==> config.mk <==
export PLATFORM = sky130hd
export DESIGN_NAME = press_counter_7seg
export DESIGN_NICKNAME = d
export VERILOG_FILES = /design/src/rtl/press_counter_7seg.sv
export SDC_FILE = /design/constraint.sdc
export NUM_CORES = 1
export LEC_CHECK = 0
export ABC_CLOCK_PERIOD_IN_PS = 3500
export CORE_MARGIN = 1.5
export CORE_UTILIZATION = 61
export CTS_CLUSTER_DIAMETER = 60
export DETAILED_ROUTE_END_ITERATION = 10
export MAX_ROUTING_LAYER = met4
export PLACE_DENSITY = 0.84
export SLEW_MARGIN = 0
export SYNTH_ARGS = -nofsm -noshare
export SYNTH_HDL_FRONTEND = slang
export SYNTH_SLANG_ARGS = --single-unit
==> constraint.sdc <==
create_clock -name i_Clk -period 3.5 [get_ports i_Clk]
set_input_delay 0.525 -clock i_Clk [delete_from_list [all_inputs] [get_ports i_Clk]]
set_output_delay 0.525 -clock i_Clk [all_outputs]
set_load 0.03 [all_outputs]
==> src/rtl/press_counter_7seg.sv <==
// Counts presses of a debounced switch as two-digit BCD (00-99) and drives two seven-segment digits.
// Latency: o_Count 1 cycle after i_Switch rises, segments 2 cycles; o_Clear_Pulse aligned with o_Count=00.
// Backpressure: none; the switch level is sampled every cycle and never stalled.
//
// Ports:
//   i_Clk         system clock, all logic on posedge
//   i_Rst_L       synchronous active-low reset
//   i_Switch      debounced switch level, synchronous to i_Clk
//   o_Seg_Ones    ones digit segments, bit0=A..bit6=G, active-low
//   o_Seg_Tens    tens digit segments, same encoding; optionally dark while tens is 0
//   o_Count       BCD count, [7:4] tens, [3:0] ones
//   o_Clear_Pulse one-cycle high when a long hold clears the count
module press_counter_7seg #(
    parameter int HOLD_CYCLES        = 50000000,
    parameter bit BLANK_LEADING_ZERO = 1'b1
) (
    input  logic       i_Clk,
    input  logic       i_Rst_L,
    input  logic       i_Switch,
    output logic [6:0] o_Seg_Ones,
    output logic [6:0] o_Seg_Tens,
    output logic [7:0] o_Count,
    output logic       o_Clear_Pulse
);

    localparam int            TW        = $clog2(HOLD_CYCLES + 1);
    localparam logic [TW-1:0] HOLD_LAST = TW'(HOLD_CYCLES - 1);
    localparam logic [TW-1:0] TIMER_MAX = {TW{1'b1}};
    localparam logic [6:0]    SEG_ZERO  = 7'b1000000;
    localparam logic [6:0]    SEG_DARK  = 7'b1111111;
    localparam logic [6:0]    TENS_RST  = BLANK_LEADING_ZERO ? SEG_DARK : SEG_ZERO;

    typedef enum logic [1:0] {IDLE, HELD, CLEARED} state_t;

    state_t        state_q;
    logic [TW-1:0] timer_q;
    logic [7:0]    count_q;
    logic          switch_q;
    logic          clear_q;
    logic [6:0]    seg_ones_q, seg_tens_q;
    logic [6:0]    seg_ones_d, seg_tens_d;
    logic          rise;

    function automatic logic [6:0] seg_decode(input logic [3:0] d);
        case (d)
            4'd0:    seg_decode = 7'b1000000;
            4'd1:    seg_decode = 7'b1111001;
            4'd2:    seg_decode = 7'b0100100;
            4'd3:    seg_decode = 7'b0110000;
            4'd4:    seg_decode = 7'b0011001;
            4'd5:    seg_decode = 7'b0010010;
            4'd6:    seg_decode = 7'b0000010;
            4'd7:    seg_decode = 7'b1111000;
            4'd8:    seg_decode = 7'b0000000;
            4'd9:    seg_decode = 7'b0010000;
            default: seg_decode = 7'b1111111;
        endcase
    endfunction

    // Two-digit BCD increment; 99 wraps quietly to 00.
    function automatic logic [7:0] bcd_inc(input logic [7:0] c);
        logic [3:0] tens, ones;
        tens = c[7:4];
        ones = c[3:0];
        if (ones == 4'd9) begin
            ones = 4'd0;
            tens = (tens == 4'd9) ? 4'd0 : tens + 4'd1;
        end else begin
            ones = ones + 4'd1;
        end
        bcd_inc = {tens, ones};
    endfunction

    always_comb begin
        rise       = ~switch_q & i_Switch;
        seg_ones_d = seg_decode(count_q[3:0]);
        seg_tens_d = (BLANK_LEADING_ZERO && count_q[7:4] == 4'd0) ? SEG_DARK
                                                                  : seg_decode(count_q[7:4]);
    end

    always_ff @(posedge i_Clk) begin
        if (!i_Rst_L) begin
            state_q    <= IDLE;
            timer_q    <= '0;
            count_q    <= 8'h00;
            switch_q   <= 1'b0;
            clear_q    <= 1'b0;
            seg_ones_q <= SEG_ZERO;
            seg_tens_q <= TENS_RST;
        end else begin
            switch_q   <= i_Switch;
            clear_q    <= 1'b0;
            seg_ones_q <= seg_ones_d;
            seg_tens_q <= seg_tens_d;
            case (state_q)
                IDLE: begin
                    if (rise) begin
                        count_q <= bcd_inc(count_q);
                        timer_q <= TW'(1);
                        state_q <= HELD;
                    end
                end
                HELD: begin
                    if (!i_Switch) begin
                        timer_q <= '0;
                        state_q <= IDLE;
                    end else if (timer_q == HOLD_LAST) begin
                        // Clear fires on the HOLD_CYCLES-th consecutive high sample.
                        count_q <= 8'h00;
                        clear_q <= 1'b1;
                        timer_q <= '0;
                        state_q <= CLEARED;
                    end else if (timer_q != TIMER_MAX) begin
                        timer_q <= timer_q + TW'(1);
                    end
                end
                CLEARED: begin
                    // Wait out the hold; the release is not a press.
                    if (!i_Switch) begin
                        timer_q <= '0;
                        state_q <= IDLE;
                    end
                end
                default: begin
                    timer_q <= '0;
                    state_q <= IDLE;
                end
            endcase
        end
    end

    assign o_Seg_Ones    = seg_ones_q;
    assign o_Seg_Tens    = seg_tens_q;
    assign o_Count       = count_q;
    assign o_Clear_Pulse = clear_q;

endmodule

# Yosys cells after proc, flatten, opt, wreduce, memory -nomap -nowiden
# Memory sizes are Yosys's and may differ from the RTL's. A register that Yosys moved wholly into a read port is not among the register bits.
# Index checks and enable logic that the tools add are counted.
totals:
  output_inout_bits: 23
  wordCells: 56
  ff_bits: 38
  mem_bits_ro: 224
  n_memories: 2
classes:
  n_reduce_logical: 10
  n_bitwise: 3
  n_mux: 19
  add_sub_neg: 3
  n_eq_ne: 13
mem_list:
  columns: ["name", "words", "word_bits", "read_ports", "rd_clocked_by_memory_dff", "write_ports", "line_no", "text"]
  rows:
  - ["(no name shown)", 16, 7, 1, 1, 0, "45", "case (d)"]
  - ["(no name shown)", 16, 7, 1, 1, 0, "45", null]
ops:
  columns: ["operator", "count"]
  rows:
  - ["2-to-1 mux 26 bit", 5]
  - ["one-hot mux 26 bit (3 select lines)", 1]
  - ["adder 26 x 1 -> 26 bit, second input constant", 1]
  - ["== test 26 bit, second input constant", 1]
  - ["inequality test 26 bit, second input constant", 1]
  - ["2-to-1 mux 8 bit", 3]
  - ["one-hot mux 8 bit (2 select lines)", 1]
  - ["2-to-1 mux 4 bit", 3]
  - ["inequality test 2 bit, second input constant", 5]
  - ["AND reduction 3 bit", 3]
  - ["adder 4 x 1 -> 4 bit, second input constant", 2]
  - ["== test 4 bit, second input constant", 2]
  - ["2-to-1 mux 2 bit", 4]
  - ["one-hot mux 2 bit (3 select lines)", 1]
  - ["AND reduction 5 bit", 1]
  - ["logical NOT 4 bit", 1]
  - ["inequality test 4 bit, second input constant", 1]
  - ["AND reduction 4 bit", 1]
  - ["inequality test 3 bit, second input constant", 1]
  - ["== test 2 x 1 -> 1 bit, second input constant", 1]
  - ["== test 2 bit, second input constant", 1]
  - ["logical NOT 2 bit", 1]
  - ["inverter 1 bit", 2]
  - ["nonzero test 2 bit", 1]
  - ["4 further kinds", 4]

# Depth between registers and ports, before layout
# Gate-level depths: netlist of the first run.
logic_depth:
  ltp_word: 5
  mapped_depth: 8

# Least setup slack after synthesis of the first run
# Ideal clock, no wire load.
synth_path:
  path_kind: "register -> register"
  startpoint: "register timer_q[0]"
  endpoint: "register timer_q[14]"
  n_path_buf: 1
  slack_ns: 1.366
  required_time_ns: 3.429
  stages_incl_launch_ff: 9
  t_arrival_ns: 2.063
  cell_sequence: "dfxtp_1 -> ha_1 -> nand3_2 -> or4_4 -> o21bai_4 -> o21ai_2 -> buf_6 -> or3_1 -> a21oi_1"
synth_between:
  elab_chain_len: 5
synth_rtl:
  columns: ["element", "line_no", "text"]
  rows:
  - ["start: declaration", "36", "logic [TW-1:0] timer_q;"]
  - ["start signal: assignment", "114", "timer_q <= timer_q + TW'(1);"]
  - ["adder 26 x 1 -> 26 bit", "114", null]
  - ["2-to-1 mux 26 bit", "113", "end else if (timer_q != TIMER_MAX) begin"]
  - ["2-to-1 mux 26 bit", "107", "end else if (timer_q == HOLD_LAST) begin"]
  - ["2-to-1 mux 26 bit", "104", "if (!i_Switch) begin"]
  - ["one-hot mux 26 bit (3 select lines)", "95", "case (state_q)"]
# Parallel ways exist; a longest one is shown, timed or not. The select of a mux whose other input is x is not followed.
# A chain may end at the register's enable or synchronous reset.

# Final worst setup path of the first run
layout_path:
  startpoint: "input i_Switch"
  endpoint: "register timer_q[8]"
layout_between:
  elab_chain_len: 3
layout_rtl:
  columns: ["element", "line_no", "text"]
  rows:
  - ["start: declaration", "19", "input logic i_Switch,"]
  - ["AND 1 bit", "75", "rise = ~switch_q & i_Switch;"]
  - ["inequality test 2 bit (no source line)", null, null]
  - ["AND reduction 3 bit (no source line)", null, null]
# Parallel ways exist; a longest one is shown, timed or not.

==> key figures, run 1 <==
Status
  – Status: complete, no violations

Setup path
  – Critical Path Fanout Max: 12
  – Nature of the critical path startpoint: input pin
  – CP Depth: 6
  – Critical path buffers and inverters: 1
  – Critical path cell sequence: clkdlybuf4s50_1, nor3b_1, a211oi_1, a21oi_1, nand3_1, o311ai_0
  – Critical Path RT: 3700 ps
  – Worst setup EP type: register
  – Max stage delay on crit path: around 520 ps
  – Top cell family by delay on the critical path: compound AO/OA/AOI/OAI gates
  – R2R cell count: 6
  – Arrival @ worst endpoint: 2750 ps
  – Cell at the slowest stage of the critical path: clkdlybuf4s50_1
  – Crit Path Category: input pin to register

Logic synthesis
  – Asr flop ratio synth: 0
  – Syn_area_per_cell: 8.231 um2
  – Sequential fraction of the synthesis area: 0.3891
  – Flops & latches, synth: 52
  – Prevailing post-synth register cell: dfxtp_1
  – Synth warnings: 0
  – Number of flops mapped to enable cells by yosys: 0
  – Cell Area, Synth: roughly 2700 um2
  – Syn nets: 339
  – Post-Syn Instances: 325
  – Synth unique cells: 55

Pwr
  – Pleak: 1.024 nW
  – Clock share of power: 0.298
  – Sw power: 0.2637 mW
  – Switch share: 0.2541
  – Pwr/cell area: 342.6 nW/um2
  – Design Power: 1.038 mW
  – Flop pwr share: 0.590
  – Combinational Power Share: 0.111
  – Max IR drop VDD: 0.3394 mV
  – Pint: 0.7740 mW

Global route
  – Overall global routing resource usage: 0.2700
  – Largest net degree at the start of global routing: 22
  – Via count of the first global-routing pass: 2285
  – Total gr overflow: 0
  – First-pass GRT wire length: 10510 um
  – Initial antenna violation count: 0

Final layout
  – Diodes inserted: 0
  – Area delta synth->final: 13.24%
  – FF/Latch Area: approximately 1000 um2
  – Post-Layout Cell Count: 397
  – Util after Layout: 0.7361
  – Fillers: about 350
  – Multi-input gate area: 1539 um2
  – # nets final: ~360
  – Share of cells above drive strength 1: 0.06340

Timing
  – Clock skew: 9.832 ps
  – Max-slew headroom: 0.4788
  – Worst-margin pin slew: 774.7 ps
  – Setup TNS: 0 ps
  – Final hold viol count: 0
  – Unrepaired setup endpoints after global routing: false
  – Slew Viols, Final: 0
  – Setup violators final: 0
  – Part of the cycle the worst path needs: 0.7282
  – Fmax: 392.4 MHz
  – Min cycle time layout: 2549 ps

Run
  – Max-cap check violation count: 0

Clocking
  – Post-cts sizing count: 0
  – Clk_lat worst skew: 300 ps
  – Sink count of the clock tree: 52
  – Setup bufs post-CTS: 0
  – CTS max path bufs: 2
  – Clk slew on worst S/H paths: 90 ps
  – H-Tree Depth: 2
  – Hold_buf cts: 0
  – CTS tree: yes
  – Root buffer cell: clkbuf_8
  – CTS Buf Count: 5

Place
  – Port bufs: 25
  – Routability cong.: 0.9710
  – Placed cell count: 392
  – Dpl hpwl: between 4000 and 5000 um

Floorplan
  – Die Width: 69.22 um
  – Core area: 4115 um2
  – Die area: 4791 um2
  – Rows: 23
  – Die Y: slightly below 70 um
  – Ports: 26
  – Initial Utilization: 0.6500

Routing
  – Initial detailed-routing violation count: between 100 and 150
  – Routed WL: 6147 um
  – DR vias: 2546
  – Drt first pass iters: 5
  – DRC viols: 0
  – WL/cell: 15.48 um
  – Post-DRT Antenna Nets: 0
  – Via density: 6.413

Hold path
  – Worst Hold Depth: 2
  – HP Class: register to register
## worst register-to-register path, delay by kind of cell (launching register included)
kind,cells,cell delay [ps]
and+or+nand+nor,3,1240
AOI/OAI and AO/OA,2,490
DFF,1,420
adders and majority gates,1,260
## stage by stage
stage	setup slack (ps)	area (um2)	hold WS, ps
floorplan	1366	2675	459.8
global placement	796.2	2960	482.6
detailed placement	700.7	2960	503.2
CTS	997.5	3029	517.9
global route	768.0	3029	543.9
finish	951.3	3029	511.7
## sequential cells by signal, indices dropped and copies added (netlist names)
name and count:
timer_q 26, o_Count 8, o_Seg_Ones 7, o_Seg_Tens 7, state_q 2, o_Clear_Pulse 1, switch_q 1
## cells by family (layout without fill, tap and decap cells)
kind of cell,Yosys count,in the layout,synth area share
simple gates,139,139,0.2755
compound gates,95,95,0.2278
flops,52,52,0.3891
buf+inv,22,44,0.03555
fa+ha+maj,11,11,0.05145
xor+xnor,4,4,0.01310
mux,2,2,0.007484
## power groups by stage
stage	logic (mW)	clock network [mW]	registers, mW
4_1_cts	0.115	0.313	0.612
5_1_grt	0.127	0.335	0.615
3_3_place_gp	0.112	0	0.626
3_5_place_dp	0.115	0	0.626
2_1_floorplan	0.0670	0	0.638
6_report	0.116	0.310	0.612
## synth_stat cells (all sizes together) (3+ instances only)
cell | number | area share
o22ai | 5 | 0.014
nand2 | 30 | 0.042
or3 | 6 | 0.014
ha | 11 | 0.051
nand4 | 10 | 0.023
nor2b | 4 | 0.0094
o211ai | 3 | 0.0084
o31ai | 11 | 0.031
inv | 10 | 0.014
buf | 5 | 0.012
clkbuf | 7 | 0.0098
a21oi | 24 | 0.045
nor2 | 23 | 0.032
a31oi | 3 | 0.0070
nand3 | 25 | 0.051
dfxtp | 52 | 0.39
nor4 | 4 | 0.0094
nor3 | 9 | 0.017
and3 | 8 | 0.019
o21ai | 31 | 0.059
## placed cells by master, fill, tap and decap left out, types with 2 or more instances in the layout
cell type        Yosys  routed
buf_4                0       4
o21a_1               2       2
nand3_2              2       2
nand4_1             10      10
nor3_1               9       9
o22ai_1              4       4
a211oi_1             2       2
a21oi_1             24      24
nor2_1              23      23
o211ai_1             3       3
or3_1                6       6
xor2_1               2       2
inv_1               10      10
a31oi_1              3       3
mux2i_1              2       2
and2b_1              2       2
nand3b_1             2       2
nand2b_1             2       2
or2_2                2       2
nor2b_1              4       4
xnor2_1              2       2
and2_1               2       2
o31ai_1             11      11
o41ai_1              2       2
nand2_1             30      30
dfxtp_1             52      52
o221a_2              2       2
nor3b_1              2       2
nand3_1             23      23
nor4b_1              2       2
nor4_1               4       4
and3_1               7       7
clkdlybuf4s50_1      0      25
o21ai_0             30      30
clkbuf_8             0       5
ha_1                11      11
## final cells by class
class,count,share of cell area
Multi-Input combinational cell,251,0.5081
Sequential cell,52,0.3437
Timing Repair Buffer,29,0.09252
Clock buffer,5,0.02272
Tap cell,50,0.02065
Inverter,10,0.01239
## layer usage
metal / track usage / wire length, um / vias up
met4: 0.09804 / 66 / 0
li1: - / - / 1256
met2: 0.4017 / 2766 / 99
met5: - / 0 / -
met1: 0.3736 / 2881 / 1183
met3: 0.04215 / 432 / 8
## worst paths after layout
check | end | start | slack (ps)
max reg2reg | timer_q[8]$_SDFFE_PN0P_ | timer_q[0]$_SDFFE_PN0P_ | 990
max | timer_q[8]$_SDFFE_PN0P_ | i_Switch | 950
min reg2reg | timer_q[1]$_SDFFE_PN0P_ | timer_q[1]$_SDFFE_PN0P_ | 510
min | timer_q[1]$_SDFFE_PN0P_ | timer_q[1]$_SDFFE_PN0P_ | 510
No activity file was read; power rests on OpenSTA's default activity.
==> inputs of run 2 (changes only) <==
ABC_CLOCK_PERIOD_IN_PS = 2640   (was 3500)
CORE_UTILIZATION = 57   (was 61)
PLACE_DENSITY = 0.8   (was 0.84)
clock period = 2.64 ns   (was 3.5 ns; I/O delays follow)
==> key figures, run 2 (synthesized netlist as in run 1, its figures left out) <==
Final layout
  – Commonest non-fill, non-tap cell in the layout: dfxtp_1 (unchanged)
  – Share of cells above drive strength 1: 0.08732 (was 0.06340)
  – Multi-input gate area: 1545 um2 (was 1539 um2)
  – Max reg flops: 26 (unchanged)
  – Most frequent cells in the layout: 52 x dfxtp_1, 30 x o21ai_0, 30 x nand2_1, 25 x clkdlybuf4s50_1, 24 x a21oi_1 (unchanged)
  – Reg with most FFs: timer_q (unchanged)
  – # nets final: 368 (was 363)
  – Area delta synth->final: 16.56% (was 13.24%)
  – Fillers: 366 (was 345)
  – FF/Latch Area: 1041 um2 (unchanged)
  – Diodes inserted: 0 (unchanged)

Timing
  – Setup violators final: 0 (unchanged)
  – Max-slew headroom: 0.6262 (was 0.4788)
  – Minimum hold slack: 500.8 ps (was 511.7 ps)
  – Final hold viol count: 0 (unchanged)
  – Part of the cycle the worst path needs: 0.9523
  – Slew Viols, Final: 0 (unchanged)
  – Worst-margin pin slew: 560.7 ps (was 774.7 ps)
  – Setup TNS: 0 ps (unchanged)
  – Fmax: 397.8 MHz
  – Clock skew: 8.671 ps (was 9.832 ps)
  – Unrepaired setup endpoints after global routing: false (unchanged)
  – Min cycle time layout: 2514 ps

Setup path
  – Critical path cell sequence: ha_1, nand3_2, or4_4, o21bai_4, o21ai_2, or3_1, a21oi_1 (was clkdlybuf4s50_1, nor3b_1, a211oi_1, a21oi_1, nand3_1, o311ai_0)
  – Crit Path Category: register to register (was input pin to register)
  – Worst setup EP type: register (unchanged)
  – Critical Path Fanout Max: 11 (was 12)
  – Nature of the critical path startpoint: register (was input pin)
  – Arrival @ worst endpoint: 2740 ps (was 2750 ps)
  – Crit. Startpoint: timer_q[0]$_SDFFE_PN0P_ (was i_Switch)
  – R2R cell count: 7 (was 6)
  – Max stage delay on crit path: 570 ps (was 520 ps)
  – Reg2reg end: timer_q[9]$_SDFFE_PN0P_ (was timer_q[8]$_SDFFE_PN0P_)
  – Cell at the slowest stage of the critical path: or4_4 (was clkdlybuf4s50_1)
  – R2R setup slack: 130 ps (was 990 ps)
  – RR Startpoint: timer_q[0]$_SDFFE_PN0P_ (unchanged)
  – Critical Path RT: 2860 ps (was 3700 ps)
  – Worst setup endpoint: timer_q[9]$_SDFFE_PN0P_ (was timer_q[8]$_SDFFE_PN0P_)

Floorplan
  – Die Y: 71.51 um (was 69.22 um)
  – Initial Utilization: 0.6019 (was 0.6500)
  – Core area: 4444 um2 (was 4115 um2)
  – Ports: 26 (unchanged)
  – Die area: 5113 um2 (was 4791 um2)
  – Rows: 24 (was 23)
  – Die Width: 71.51 um (was 69.22 um)

Clocking
  – Clk slew on worst S/H paths: 90 ps (about the same)
  – Root buffer cell: clkbuf_8 (unchanged)
  – CTS tree: yes (unchanged)
  – Hold_buf cts: 0 (unchanged)
  – CTS max path bufs: 2 (unchanged)
  – H-Tree Depth: 2 (unchanged)
  – Sink count of the clock tree: 52 (unchanged)
  – Clk_lat worst skew: 300 ps (about the same)
  – CTS Buf Count: 5 (unchanged)

Global route
  – Via count of the first global-routing pass: 2224 (was 2285)
  – First-pass GRT wire length: 10670 um (was 10510 um)
  – Overall global routing resource usage: 0.2650 (was 0.2700)
  – Initial antenna violation count: 0 (unchanged)
  – Total gr overflow: 0 (unchanged)
  – Largest net degree at the start of global routing: 18 (was 22)

Place
  – Port bufs: 25 (unchanged)
  – Routability cong.: 0.9191 (was 0.9710)
  – Dpl hpwl: 4462 um (was 4488 um)

Routing
  – Post-DRT Antenna Nets: 0 (unchanged)
  – Drt first pass iters: 6 (was 5)
  – DRC viols: 0 (unchanged)
  – Initial detailed-routing violation count: 236 (was 144)
  – Via density: 6.226 (was 6.413)
  – Routed WL: 6281 um (was 6147 um)
  – WL/cell: 15.43 um (was 15.48 um)
  – DR vias: 2534 (was 2546)

Hold path
  – HP Class: register to register (unchanged)

Pwr
  – Max IR drop VDD: 0.4326 mV (was 0.3394 mV)
  – Pleak: 1.069 nW (was 1.024 nW)
  – Pwr/cell area: 485.9 nW/um2 (was 342.6 nW/um2)

Status
  – Status: complete, no violations (unchanged)

Run
  – Max-cap check violation count: 0 (unchanged)
run 2: layout make-up:
type,count,area share
multi-input cells,251,0.4956
clock buffers,5,0.02207
clock inverters,3,0.01364
flip-flops and latches,52,0.3339
well taps,52,0.02087
repair buffers,34,0.1019
inverters,10,0.01204
run 2: worst min path at each step:
stage | cells after the start | slack (ps) | startpoint | endpoint
3_5_place_dp | 2 | 490 | timer_q[21]$_SDFFE_PN0P_ | timer_q[21]$_SDFFE_PN0P_
5_1_grt | 2 | 530 | timer_q[21]$_SDFFE_PN0P_ | timer_q[21]$_SDFFE_PN0P_
2_1_floorplan | 1 | 460 | timer_q[23]$_SDFFE_PN0P_ | timer_q[23]$_SDFFE_PN0P_
6_report | 2 | 500 | timer_q[21]$_SDFFE_PN0P_ | timer_q[21]$_SDFFE_PN0P_
3_3_place_gp | 2 | 480 | timer_q[21]$_SDFFE_PN0P_ | timer_q[21]$_SDFFE_PN0P_
4_1_cts | 2 | 500 | timer_q[21]$_SDFFE_PN0P_ | timer_q[21]$_SDFFE_PN0P_
run 2: power breakdown:
part / internal (mW) / leakage, nW / switching (mW) / total, mW
clock: 0.281 / 0.0541 / 0.258 / 0.539
sequential: 0.797 / 0.421 / 0.0141 / 0.812
combinational: 0.0626 / 0.594 / 0.102 / 0.164
total: 1.14 / 1.07 / 0.374 / 1.51
run 2: what timing repair did:
action                                  CTS  global route
gates resized for setup                   0             1
setup buffers                             0             0
endpoints found under the hold margin     0             0
endpoints found under the setup margin    0             6
run 2: per-layer routing:
layer | up-vias | GRT usage | share of wire
li1 | 1260 | - | -
met2 | 84 | 0.3956 | 0.44
met3 | 4 | 0.04923 | 0.057
met5 | - | - | 0
met4 | 0 | 0.05031 | 0.0064
met1 | 1186 | 0.3803 | 0.50
run 2: metrics by stage:
stage	instance area, um2	std cells	utilization	worst slack [ps]	power [mW]
floorplan	2675	325	-	505.6	0.9342
global placement	3000	399	0.6751	208.8	0.9874
detailed placement	3000	399	0.6751	160.4	0.9905
CTS	3112	407	0.7002	176.6	1.515
global route	3118	407	0.7016	3.660	1.570
finish	3118	407	0.7016	125.9	1.515
run 2: worst max-delay path, delay by kind of cell, from the launching register on:
kind,cells,cell delay (ps)
simple gates,3,1080
compound gates,3,660
flops,1,430
fa+ha+maj,1,270
==> edit 1, RTL diff (settings of run 2) <==
`HOLD_CYCLES`: 50000000 -> 200000000.
--- a/src/rtl/press_counter_7seg.sv
+++ b/src/rtl/press_counter_7seg.sv
@@ -11,7 +11,7 @@
 //   o_Count       BCD count, [7:4] tens, [3:0] ones
 //   o_Clear_Pulse one-cycle high when a long hold clears the count
 module press_counter_7seg #(
-    parameter int HOLD_CYCLES        = 50000000,
+    parameter int HOLD_CYCLES        = 200000000,
     parameter bit BLANK_LEADING_ZERO = 1'b1
 ) (
     input  logic       i_Clk,
Formal check against the unedited RTL: same outputs for any inputs over 10 cycles, from zero or initial values and one cycle with i_Rst_L low; that may be too few to reach the edited logic, so the function may still have changed.
==> edit 1 against run 2 <==
  * Sequential share of layout area down 1.9 points
  * Sequential cell count up 2
  * Critical path depth up 1
  * Hold slack better by 12 ps
  * Area after synthesis up 13%
  * Clock power down 11%
  * Synthesized cell count up 10%
  * Setup slack better by 100 ps
  * Power down 2.9%
  * Combinational power down 8%
  * Cell area up 10%
  * Wire length up 11%
==> edit 1: results <==
[final_layout]
n_fill_cell = 439
antenna_cells = 0
largest_register = "timer_q"
layout-drive-gt1-share_pct = 9.95
largest_reg_flops = 28
nets = 395

[setup_path]
crit_fanout = 17
startpoint_type = "flip-flop"
worst_r2r_path_depth = 8
cp.required_ps = 2820

[global_route]
grt_max_degree = 29
grt_pass1_vias = 2641
grtUsageTotal_pct = 25.7
antenna_found_initial = 0
grt_pass1_wl_um = 12000

[placement]
io_buffers = 25
routabilityCongestion = 0.893
hpwl_um = 5000
place_inst = 444

[synth]
synth_nets = 372
yosysSeqAreaShare_pct = 35.7
synthMuxAreaShare_pct = 0.991
synth_xor_area_share_pct = 0.289
netlist_instances = 358
synthAdderAreaFrac_pct = 4.54
synth.distinct_cells = 66
synth_area_leaders = "dfxtp_1 36%, a21oi_1 5.0%, ha_1 4.5%"
yosysWarnings = 0
synth_compound_area_share_pct = 24.1
synth.top_cells.by_count = "54 x dfxtp_1, 30 x a21oi_1, 30 x nand2_1"
synthArstFlopShare_pct = 0

[drt]
routed_wl_um = 6990
drt_iter0_markers = 233
wl_per_cell_um = 15.5
via_per_inst = 6.32
dr.pass1.iters = 4

[min_path]
holdPathStages = 2
min_path_type = "flip-flop to flip-flop"

[clocking]
cts.reportedPaths.clkPinSlew_ps = 90
cts_made_buffers = 5
cts_resized = 0
htree_num_levels = 2
worstSkewPairLatency_ps = 310
cts_setup_buffers = 0
cts-root-buf = "clkbuf_8"
cts_buffer_depth = 2

[power_and_ir_drop]
p_leak_nw = 1.10
ir_worst_vdd_mv = 0.197

[timing]
skew_ps = 10.0
worst_slew_pin_slew_ps = 680

[run_status]
status = "complete, no violations"
edit 1: changes by cell type after synthesis, moves of 5 or more:
cell,change
a31oi_1,+5
nand4_1,+8
a211o_1,+5
or4_1,+10
nand3_1,-10
o21ai_0,-13
a21oi_1,+6
a311oi_1,+6
edit 1: metrics by stage:
stage | worst slack (ps) | area (um2)
final | 229 | 3440
after detailed placement | 158 | 3350
after global routing | 85.2 | 3440
after global placement | 231 | 3350
after floorplan | 618 | 3030
after CTS | 246 | 3440
edit 1: where the power goes:
part | total [W] | switching [W] | internal [W]
logic | 0.000151 | 0.0000947 | 0.0000560
registers | 0.000843 | 0.0000161 | 0.000827
clock network | 0.000478 | 0.000266 | 0.000212
edit 1: final timing paths:
| kind | from | endpoint | slack, ps |
|---|---|---|---|
| worst max-delay path | timer_q[0] | timer_q[6] | 230 |
| worst min-delay path | timer_q[23] | timer_q[23] | 510 |
| worst max register to register | timer_q[0] | timer_q[6] | 230 |
| worst min register to register | timer_q[23] | timer_q[23] | 510 |
edit 1: worst max-delay path, cell delays in order (launching register included):
cell	delay, ps
dfxtp_1	420
ha_1	240
nand3_1	140
nor4_2	440
buf_4	250
a21oi_1	90
buf_4	180
o21ai_4	440
a21oi_1	90
edit 1: final cells by class:
class	instances	share of cell area, %
multi-input combinational	269	51.4
sequential	54	31.5
tap	70	2.55
clock inverter	1	0.146
inverter	13	1.42
clock buffer	7	2.51
timing repair buffer	38	10.5
edit 1: cell families (layout without fill, tap and decap cells):
| kind of cell | count (synthesis) | in the layout |
|---|---|---|
| simple gates | 147 | 147 |
| compound gates | 107 | 107 |
| flops | 54 | 54 |
| buf+inv | 35 | 59 |
| fa+ha+maj | 11 | 11 |
| mux | 3 | 3 |
| xor+xnor | 1 | 1 |
edit 1: layer usage:
| metal | GRT usage (%) | vias up | share of wire [%] |
|---|---|---|---|
| met2 | 43.3 | 80 | 50 |
| met3 | 4.70 | 7 | 4.6 |
| met1 | 31.7 | 1355 | 45 |
| li1 | - | 1413 | - |
| met4 | 7.22 | 0 | 1.1 |
| met5 | - | - | 0 |
==> edit 2, RTL diff (settings of run 2) <==
Without the edit above. Put one more register stage on the output `o_Seg_Tens`, with the module's reset. The value now appears one clock later. The other outputs are not delayed to match.
--- a/src/rtl/press_counter_7seg.sv
+++ b/src/rtl/press_counter_7seg.sv
@@ -130,7 +130,13 @@
     end
 
     assign o_Seg_Ones    = seg_ones_q;
-    assign o_Seg_Tens    = seg_tens_q;
+    always_ff @(posedge i_Clk) begin
+        if (!i_Rst_L) begin
+            o_Seg_Tens <= '0;
+        end else begin
+            o_Seg_Tens <= seg_tens_q;
+        end
+    end
     assign o_Count       = count_q;
     assign o_Clear_Pulse = clear_q;
 
Check against the original RTL: not equivalent (a bounded check fails within 4 cycles, from zero or initial values and one cycle with i_Rst_L low).
==> edit 2 against run 2 <==
  * Setup slack improved by 190 ps
  * Power increased by 29%
  * First-iteration DRC count increased by 67%
  * Clock skew increased by 5.7 ps
  * Area after synthesis increased by 20%
  * Cell area increased by 20%
  * Largest power group unchanged
  * Critical path depth decreased by 2
  * Wire length increased by 22%
  * Sequential cell count increased by 7
  * Sequential power increased by 14%
  * Cell count increased by 16%
==> edit 2: results <==
[run_status]
status = "complete, no violations"

[drt]
wl_met3_um = 535
vias = 3059
via_per_inst = 6.49
met1Wirelength_um = 3500
drt_iter0_markers = 393
dr.pass1.iters = 5
wl_per_cell_um = 16.3

[synth]
synth.top_cells.by_count = "59 x dfxtp_1, 34 x nand2_1, 21 x o21ai_0"
yosysSeqAreaShare_pct = 36.7
netlist_instances = 373
synth_compound_area_share_pct = 23.3
synth.distinct_cells = 65
synth_area_leaders = "dfxtp_1 37%, ha_1 4.3%, nand2_1 4.0%"
synthAdderAreaFrac_pct = 4.28
synth_xor_area_share_pct = 0.272
synthMuxAreaShare_pct = 1.59
synth_nets = 387

[global_route]
grt_pass1_wl_um = 13200
grt_util_met3_pct = 4.19
grt_max_degree = 43
grt_pass1_vias = 2810
grtUsageTotal_pct = 27.9
grtUsageMet2_pct = 41.3
antenna_found_initial = 0

[setup_path]
crit_fanout = 12
arrival_ps = 2560
r2r_slack_ps = 320
cp_top_family = "compound AO/OA/AOI/OAI gates"
timing.rr.end = "timer_q[6]"
reg2reg_from = "timer_q[7]"
slowest_delay_ps = 490

[placement]
hpwl_um = 5040
dpl_cell_area_mm2 = 0.00353
routabilityCongestion = 0.937
place_ws_ps = 422
place_inst = 455

[final_layout]
n_fill_cell = 455
nets = 408
layout-drive-gt1-share_pct = 12.5

[min_path]
min_to = "o_Seg_Tens[6]"
holdPathStages = 1
hp-start = "seg_tens_q[6]"

[clocking]
worstSkewPairLatency_ps = 350
cts_made_buffers = 9
htree_num_levels = 3

[timing]
hold_slack_ps = 426
maxSlewHeadroom_pct = 67.5
final.min_clock_period_ps = 2320
skew_ps = 14.4

[power_and_ir_drop]
p_leak_nw = 1.32
ir_worst_vdd_mv = 0.302
-- edit 2: cell types whose count changed in the layout (fill, tap and decap cells not counted), sizes merged, moves of 7 or more --
cell   change
nand3     -10
a31oi      +7
o21ai      -8
and4       +8
a21oi      -8
dfxtp      +7
and2      +11
-- edit 2: report_power, final --
group          internal, W  total, W  switching [W]
clock network     0.000439  0.000825       0.000386
logic            0.0000780  0.000200       0.000122
registers         0.000911  0.000927      0.0000159
-- edit 2: cells by family (layout without fill, tap and decap cells) --
group	after synthesis	in the layout
AND/OR/NAND/NOR	158	158
AO/OA/AOI/OAI	104	104
flip-flops	59	59
buffers and inverters	35	61
adder cells (fa/ha/maj)	11	11
multiplexers	5	5
XOR/XNOR	1	1
-- edit 2: cell type report --
cell class / count / share of cell area [%]
multi-input combinational: 279 / 50.8
clock buffer: 9 / 3.32
tap: 72 / 2.41
inverter: 13 / 1.31
sequential: 59 / 31.7
clock inverter: 7 / 2.05
timing repair buffer: 32 / 8.45
